`src/rtl/usr_pkg.sv`:
```
// Shared constants for the command sequencer: opcodes, slice mode encodings,
// FSM state encoding and the default register width.
package usr_pkg;

  localparam int DEFAULT_WIDTH = 4;

  localparam logic [2:0] OP_NOP  = 3'd0;
  localparam logic [2:0] OP_LOAD = 3'd1;
  localparam logic [2:0] OP_SHR  = 3'd2;
  localparam logic [2:0] OP_SHL  = 3'd3;
  localparam logic [2:0] OP_ROR  = 3'd4;
  localparam logic [2:0] OP_ROL  = 3'd5;
  localparam logic [2:0] OP_CLR  = 3'd6;
  localparam logic [2:0] OP_ILL  = 3'd7;

  localparam logic [1:0] S_HOLD = 2'b00;
  localparam logic [1:0] S_SHR  = 2'b01;
  localparam logic [1:0] S_SHL  = 2'b10;
  localparam logic [1:0] S_LOAD = 2'b11;

  typedef enum logic [1:0] {
    ST_IDLE  = 2'd0,
    ST_LOAD  = 2'd1,
    ST_SHIFT = 2'd2,
    ST_DONE  = 2'd3
  } state_t;

  function automatic logic is_shift(input logic [2:0] op);
    return (op == OP_SHR) || (op == OP_SHL) || (op == OP_ROR) || (op == OP_ROL);
  endfunction

  // Right-moving ops drive the MSB serial input, left-moving ops the LSB one.
  function automatic logic [1:0] shift_mode(input logic [2:0] op);
    return ((op == OP_SHR) || (op == OP_ROR)) ? S_SHR : S_SHL;
  endfunction

endpackage

```
`src/rtl/usr_shift_counter.sv`:
```
// 4-bit loadable down-counter that paces the shift phase; zero_o flags the
// last active shift cycle.
module usr_shift_counter (
  input  logic       clk,
  input  logic       rst,
  input  logic       load_i,
  input  logic       dec_i,
  input  logic [3:0] val_i,
  output logic       zero_o
);

  logic [3:0] cnt_q;
  logic [3:0] cnt_d;

  always_comb begin
    cnt_d = cnt_q;
    if (load_i) begin
      cnt_d = val_i;
    end else if (dec_i && (cnt_q != 4'd0)) begin
      cnt_d = cnt_q - 4'd1;
    end
  end

  always_ff @(posedge clk or posedge rst) begin
    if (rst) begin
      cnt_q <= 4'd0;
    end else begin
      cnt_q <= cnt_d;
    end
  end

  assign zero_o = (cnt_q == 4'd0);

endmodule

```
`src/rtl/usr_cmd_seq.sv`:
```
// Command sequencer translating LOAD/CLR/shift/rotate commands into per-cycle
// mode, parallel data and serial inputs for an external bit-slice register.
module usr_cmd_seq
  import usr_pkg::*;
#(
  parameter int WIDTH = DEFAULT_WIDTH
) (
  input  logic             clk,
  input  logic             rst,
  input  logic             cmd_valid,
  output logic             cmd_ready,
  input  logic [2:0]       cmd_op,
  input  logic [3:0]       cmd_cnt,
  input  logic [WIDTH-1:0] cmd_data,
  input  logic             cmd_fill,
  input  logic [WIDTH-1:0] q_in,
  output logic [1:0]       s,
  output logic [WIDTH-1:0] p_out,
  output logic             sr_out,
  output logic             sl_out,
  output logic             busy,
  output logic             done,
  output logic             err
);

  state_t           state_q;
  logic [2:0]       op_q;
  logic             fill_q;
  logic [1:0]       s_q;
  logic [WIDTH-1:0] p_q;
  logic             busy_q;
  logic             done_q;
  logic             err_q;
  logic             accept;
  logic             cnt_load;
  logic             cnt_zero;
  logic             unused_q_in;

  assign cmd_ready = (state_q == ST_IDLE) && !rst;
  assign accept    = cmd_valid && cmd_ready;
  assign cnt_load  = accept && is_shift(cmd_op) && (cmd_cnt != 4'd0);

  // Loaded with cnt-1 so the zero flag marks the final shift cycle.
  usr_shift_counter u_cnt (
    .clk    (clk),
    .rst    (rst),
    .load_i (cnt_load),
    .dec_i  (state_q == ST_SHIFT),
    .val_i  (cmd_cnt - 4'd1),
    .zero_o (cnt_zero)
  );

  always_ff @(posedge clk or posedge rst) begin
    if (rst) begin
      state_q <= ST_IDLE;
      op_q    <= OP_NOP;
      fill_q  <= 1'b0;
      s_q     <= S_HOLD;
      p_q     <= '0;
      busy_q  <= 1'b0;
      done_q  <= 1'b0;
      err_q   <= 1'b0;
    end else begin
      done_q <= 1'b0;
      err_q  <= 1'b0;
      case (state_q)
        ST_IDLE: begin
          if (accept) begin
            op_q   <= cmd_op;
            fill_q <= cmd_fill;
            busy_q <= 1'b1;
            if ((cmd_op == OP_LOAD) || (cmd_op == OP_CLR)) begin
              state_q <= ST_LOAD;
              s_q     <= S_LOAD;
              p_q     <= (cmd_op == OP_LOAD) ? cmd_data : '0;
            end else if (cnt_load) begin
              state_q <= ST_SHIFT;
              s_q     <= shift_mode(cmd_op);
            end else begin
              state_q <= ST_DONE;
              done_q  <= 1'b1;
              err_q   <= (cmd_op == OP_ILL);
            end
          end
        end
        ST_LOAD: begin
          state_q <= ST_DONE;
          s_q     <= S_HOLD;
          p_q     <= '0;
          done_q  <= 1'b1;
        end
        ST_SHIFT: begin
          if (cnt_zero) begin
            state_q <= ST_DONE;
            s_q     <= S_HOLD;
            done_q  <= 1'b1;
          end
        end
        default: begin
          state_q <= ST_IDLE;
          s_q     <= S_HOLD;
          busy_q  <= 1'b0;
        end
      endcase
    end
  end

  // Rotate feedback comes straight from the live register contents.
  always_comb begin
    sr_out = 1'b0;
    sl_out = 1'b0;
    if (state_q == ST_SHIFT) begin
      case (op_q)
        OP_SHR, OP_SHL: begin
          sr_out = fill_q;
          sl_out = fill_q;
        end
        OP_ROR:  sr_out = q_in[0];
        OP_ROL:  sl_out = q_in[WIDTH-1];
        default: ;
      endcase
    end
  end

  assign unused_q_in = ^q_in;

  assign s     = s_q;
  assign p_out = p_q;
  assign busy  = busy_q;
  assign done  = done_q;
  assign err   = err_q;

endmodule

```
`config.mk`:
```
export PLATFORM = sky130hd
export DESIGN_NAME = usr_cmd_seq
export DESIGN_NICKNAME = d
export VERILOG_FILES = /design/src/rtl/usr_pkg.sv /design/src/rtl/usr_shift_counter.sv /design/src/rtl/usr_cmd_seq.sv
export SDC_FILE = /design/constraint.sdc
export NUM_CORES = 1
export LEC_CHECK = 0
export CORE_MARGIN = 2
export CORE_UTILIZATION = 51
export CTS_CLUSTER_SIZE = 24
export DETAILED_ROUTE_END_ITERATION = 16
export PLACE_DENSITY = 0.84
export SYNTH_ARGS = -nofsm -noshare
export SYNTH_HDL_FRONTEND = slang
export SYNTH_SLANG_ARGS = --single-unit
```
`constraint.sdc`:
```
create_clock -name clk -period 5.9 [get_ports clk]
set_input_delay 1.18 -clock clk [delete_from_list [all_inputs] [get_ports clk]]
set_output_delay 1.18 -clock clk [all_outputs]
set_load 0.01 [all_outputs]
```
==> Yosys cells after proc, flatten, opt, wreduce, memory -nomap -nowiden <==
Index checks and enable logic that the tools add are counted.
{ "classes": {"n_addsub": 2, "eq_ne": 17, "n_mux": 32, "n_bitwise": 1, "n_reduce_logical": 24} }
{ "ops": {"columns": ["operator", "n"], "rows": [
  ["4-bit 2-to-1 mux", 5],
  ["3-bit equality test (second input constant)", 6],
  ["2-bit 2-to-1 mux", 8],
  ["3-bit by 2-bit equality test with 1-bit output (second input constant)", 4],
  ["1-bit 2-to-1 mux", 12],
  ["4-bit case mux with 2 select lines", 1],
  ["4-bit nonzero test", 2],
  ["4-bit by 1-bit subtractor with 4-bit output (second input constant)", 2],
  ["1-bit case mux with 2 select lines", 3],
  ["2-bit case mux with 3 select lines", 1],
  ["2-bit AND reduction", 3],
  ["3-bit AND reduction", 2],
  ["1-bit logical AND", 5],
  ["1-bit logical OR", 5],
  ["4-bit logical NOT", 1],
  ["2-bit inequality test (second input constant)", 2],
  ["2-bit case mux with 2 select lines", 1],
  ["2-bit nonzero test", 2],
  ["2-bit OR reduction", 2],
  ["3-bit by 1-bit equality test with 1-bit output (second input constant)", 1],
  ["3-bit by 2-bit inequality test with 1-bit output (second input constant)", 1],
  ["1-bit case mux with 3 select lines", 1],
  ["2-bit by 1-bit equality test with 1-bit output (second input constant)", 1],
  ["2-bit equality test (second input constant)", 1],
  ["other kinds (4)", 4]
]} }
{ "totals": {"regBits": 19, "inputBits": 19, "out_inout_bits": 12, "word_cells": 85} }

==> Logic depth before layout (Yosys ltp) <==
{ "depth": {"ltp_word": 10, "depth_mapped": 11, "ltp_nobuf": 9} }

==> Cells and area by module <==
From an unflattened synthesis, not the netlist that was laid out.
{ "unflattened": {"cells_unflattened": 115, "area_unflattened_um2": 1133.6} }
{ "by_module_without_submodules": {"columns": ["mod", "n_inst", "cells_each", "area_per_inst_um2", "seq_area_each_um2"], "rows": [
  ["usr_cmd_seq", 1, 87, 872.1, 375.4],
  ["usr_shift_counter", 1, 28, 261.5, 100.1]
]} }

==> Least setup slack after synthesis <==
No wires, ideal clock.
{ "synth_path": {"path_type": "input-to-reg", "from": "input cmd_cnt[1]", "to": "register u_cnt.cnt_q[2]", "setup_ns": 0.118, "arrival_time_ns": 2.730, "required_ns": 5.782, "slack_ns": 3.052, "stages": 8, "n_path_buf": 1, "cell_sequence": "or4_4 and3_4 buf_6 mux2i_1 ha_1 a21oi_1 a311oi_2 a21o_1"} }
{ "synth_via": {"elab_chain_cells": 3, "word_cells_on_any_way": 5, "classes_between": "1 x add/sub; 1 x mux; 3 x reduce/logical"} }
{ "synth_lines": {"columns": ["element", "line", "source"], "rows": [
  ["from (decl)", "usr_cmd_seq.sv:13", "input logic [3:0] cmd_cnt,"],
  ["parallel branches: the longest is 3 deep, another holds 4-bit by 1-bit subtractor with 4-bit output", null, null],
  ["to (signal assigned)", "usr_shift_counter.sv:28", "cnt_q <= cnt_d;"],
  ["to (decl)", "usr_shift_counter.sv:12", "logic [3:0] cnt_q;"]
]} }
Parallel ways; which one is timed is not known.
A chain may end at the register's enable or synchronous reset.

==> Final worst setup path <==
{ "layout_path": {"from": "input q_in[3]", "to": "output sl_out"} }
{ "layout_via": {"elab_chain_cells": 2} }
{ "layout_lines": {"columns": ["element", "line", "source"], "rows": [
  ["from (decl)", "usr_cmd_seq.sv:16", "input logic [WIDTH-1:0] q_in,"],
  ["1-bit case mux with 2 select lines", "usr_cmd_seq.sv:113", "case (op_q)"],
  ["1-bit 2-to-1 mux", "usr_cmd_seq.sv:112", "if (state_q == ST_SHIFT) begin"],
  ["to (decl)", "usr_cmd_seq.sv:20", "output logic sl_out,"]
]} }
No other way between the ends.

==> reports/results.tsv <==
metric	value	unit
routedWlPerCell	13.9	um
ctsHoldBuffers	0	
setup.worst_path.end	sl_out	
portBuffers	28	
fp-row-count	17	
cts.sinks	19	
timing.rr.start	state_q[0]	
cp.depth	4	
cts_tree	done	
overflow	0	
yosys_register_bits	19	
critPathTopFamily	buffers and inverters	
gp_congestion	0.773	
endpoint_kind	output port	
yosys.area.top_type	dfrtp_1	
syn_to_final_growth	27.6	%
diodes	0	
cp_max_fo	1	
stdcell_area	1440	um2
startpoint	q_in[3]	
grt_pass1_wl	3.95	mm
dr.pass1.iters	4	
slew_headroom	52.6	%
cp.arrival	2.49	ns
setup_viol	0	
fp.dieW	51.0	um
routed-via-count	961	
tns	0	ns
timing.critical_path.from_type	input pin	
ant_nets	0	
yosysMostFrequentCell	dfrtp_1	
clkTransAtPathRegs	0.10	ns
worst_pin_slew	0.710	ns
yosys-top-cells-count	dfrtp_1, nand2_1, inv_1, nor2_1	
ctsResizeCount	0	
slowest_delay	0.56	ns
leakage	0.616	nW
period_needed	3.67	ns
critical_path_class	input pin to output port	
fmax	273	MHz
synth_ff_type	dfrtp_1	
drt_iter0_drc	20	
crit_top_cell	clkdlybuf4s50_1	
placed_cell_area	1410	um2
coreArea	2150	um2
cts_max_level	1	
grt_start_max_net_pins	20	
max_cap_violations	0	
reg2reg_depth	9	
synth_cell_type_count	39	
status	finished, final reports clean	
drive_above_1_share	7.64	%
totalWireLength	2.39	mm
max-vdd-ir-drop	0.293	mV
cp_slowest_cell	clkdlybuf4s50_1	
critPathBufInv	2	
fin_util	66.9	%
cp_cell_sequence	clkdlybuf4s50_1, nand4b_1, a21boi_0, clkdlybuf4s50_1	
dieArea	2600	um2
p_per_area	411	nW/um2
worst_r2r_endpoint	u_cnt.cnt_q[2]	
period_share	62.2	%
dieHeight	51.0	um
syn_inst	118	
rrSetupSlack	3.43	ns
cts_root_buf	clkbuf_4	
final_nets	169	
dpl.hpwl	1.79	mm
clk_path_buf_depth	2	
drc_errors	0	
grt_pass1_vias	924	
synth_area_leaders	dfrtp_1, mux2i_1, nand2_1	
initial_utilization	52.4	%
synth.top_cell.area_share	42.2	%
async_flop_share	100	%
ys_seq_area_share	42.2	%
drv_slew	0	
hold_viol	0	
skew	0.00631	ns
synth_edf_count	0	
antenna_found_initial	0	
grt_usage	20.6	%
insertion_delay	0.30	ns
hp-class	flip-flop to flip-flop	
critPathRequiredTime	4.72	ns
syn_area_per_cell	9.54	um2
vias_per_cell	5.59	
ios	31	
cts_setup_buffers	0	
syn_area	1130	um2
yosysWarnings	0	
cts_buffers	3	
rsz0062_at_grt	no	
synth_fp_nets	142	
## layer usage
metal	vias to the layer above	share of wire [%]	track usage (%)	routed length [um]
li1	466	-	-	-
met5	-	0	0	0
met3	9	6.0	4.09	144
met4	0	2.4	8.56	58
met2	39	49	37.7	1170
met1	447	42	23.1	1010
## state kept, by name (all words and copies together), names as in the netlist
name,flops
s,2
op_q,3
done,1
p_out,4
state_q,2
u_cnt.cnt_q,4
busy,1
err,1
fill_q,1
## stage by stage
step	setup WS [ns]	hold WS, ns	std cells	total power [mW]
global route	2.19	0.543	172	0.633
finish	2.23	0.487	172	0.591
global placement	2.28	0.463	168	0.509
detailed placement	2.25	0.468	168	0.525
CTS	2.24	0.494	172	0.594
floorplan	3.05	0.446	118	0.422
## area by class of cell
| cell class | count | area [um2] |
|---|---|---|
| clock buffer | 4 | 26.3 |
| fill | 185 | 712 |
| inverter | 9 | 33.8 |
| multi-input combinational | 84 | 586 |
| sequential | 19 | 475 |
| tap | 28 | 35.0 |
| timing repair buffer | 28 | 280 |
## cell families after synthesis
group | synth area share [%]
buffers and inverters | 5.78
XOR/XNOR | 3.00
multiplexers | 6.22
adder cells (fa/ha/maj) | 5.56
AO/OA/AOI/OAI | 16.2
AND/OR/NAND/NOR | 21.0
flip-flops | 42.2
## worst min-delay path by stage
stage / startpoint / to / slack, ns / cells after the start
global placement: fill_q / fill_q / 0.46 / 2
CTS: fill_q / fill_q / 0.49 / 2
detailed placement: fill_q / fill_q / 0.47 / 2
floorplan: fill_q / fill_q / 0.45 / 2
finish: fill_q / fill_q / 0.49 / 2
global route: fill_q / fill_q / 0.54 / 2
## report_power, final
part | switching, mW | internal, mW | total [mW]
clock | 0.0380 | 0.0263 | 0.0643
sequential | 0.0404 | 0.183 | 0.223
combinational | 0.157 | 0.146 | 0.304
## worst register-to-register path: stages (launching register included)
cell and delay, ns:
dfrtp_1 0.43, inv_1 0.11, ha_1 0.31, and3b_1 0.35
and3_4 0.32, mux2i_1 0.24, ha_1 0.26, a21oi_1 0.10
a311oi_2 0.20, a21o_1 0.11
## layout by cell type, fill, tap and decap left out, types with 3 or more instances in the layout
| cell type | synthesis | layout |
|---|---|---|
| ha_1 | 5 | 5 |
| o21ai_0 | 7 | 7 |
| inv_1 | 9 | 9 |
| nand2_1 | 17 | 17 |
| mux2i_1 | 7 | 7 |
| clkbuf_4 | 0 | 3 |
| clkdlybuf4s50_1 | 0 | 28 |
| nor2_1 | 9 | 9 |
| dfrtp_1 | 19 | 19 |
| a21oi_1 | 4 | 4 |
Note: power is estimated with default switching activity, not from simulation.
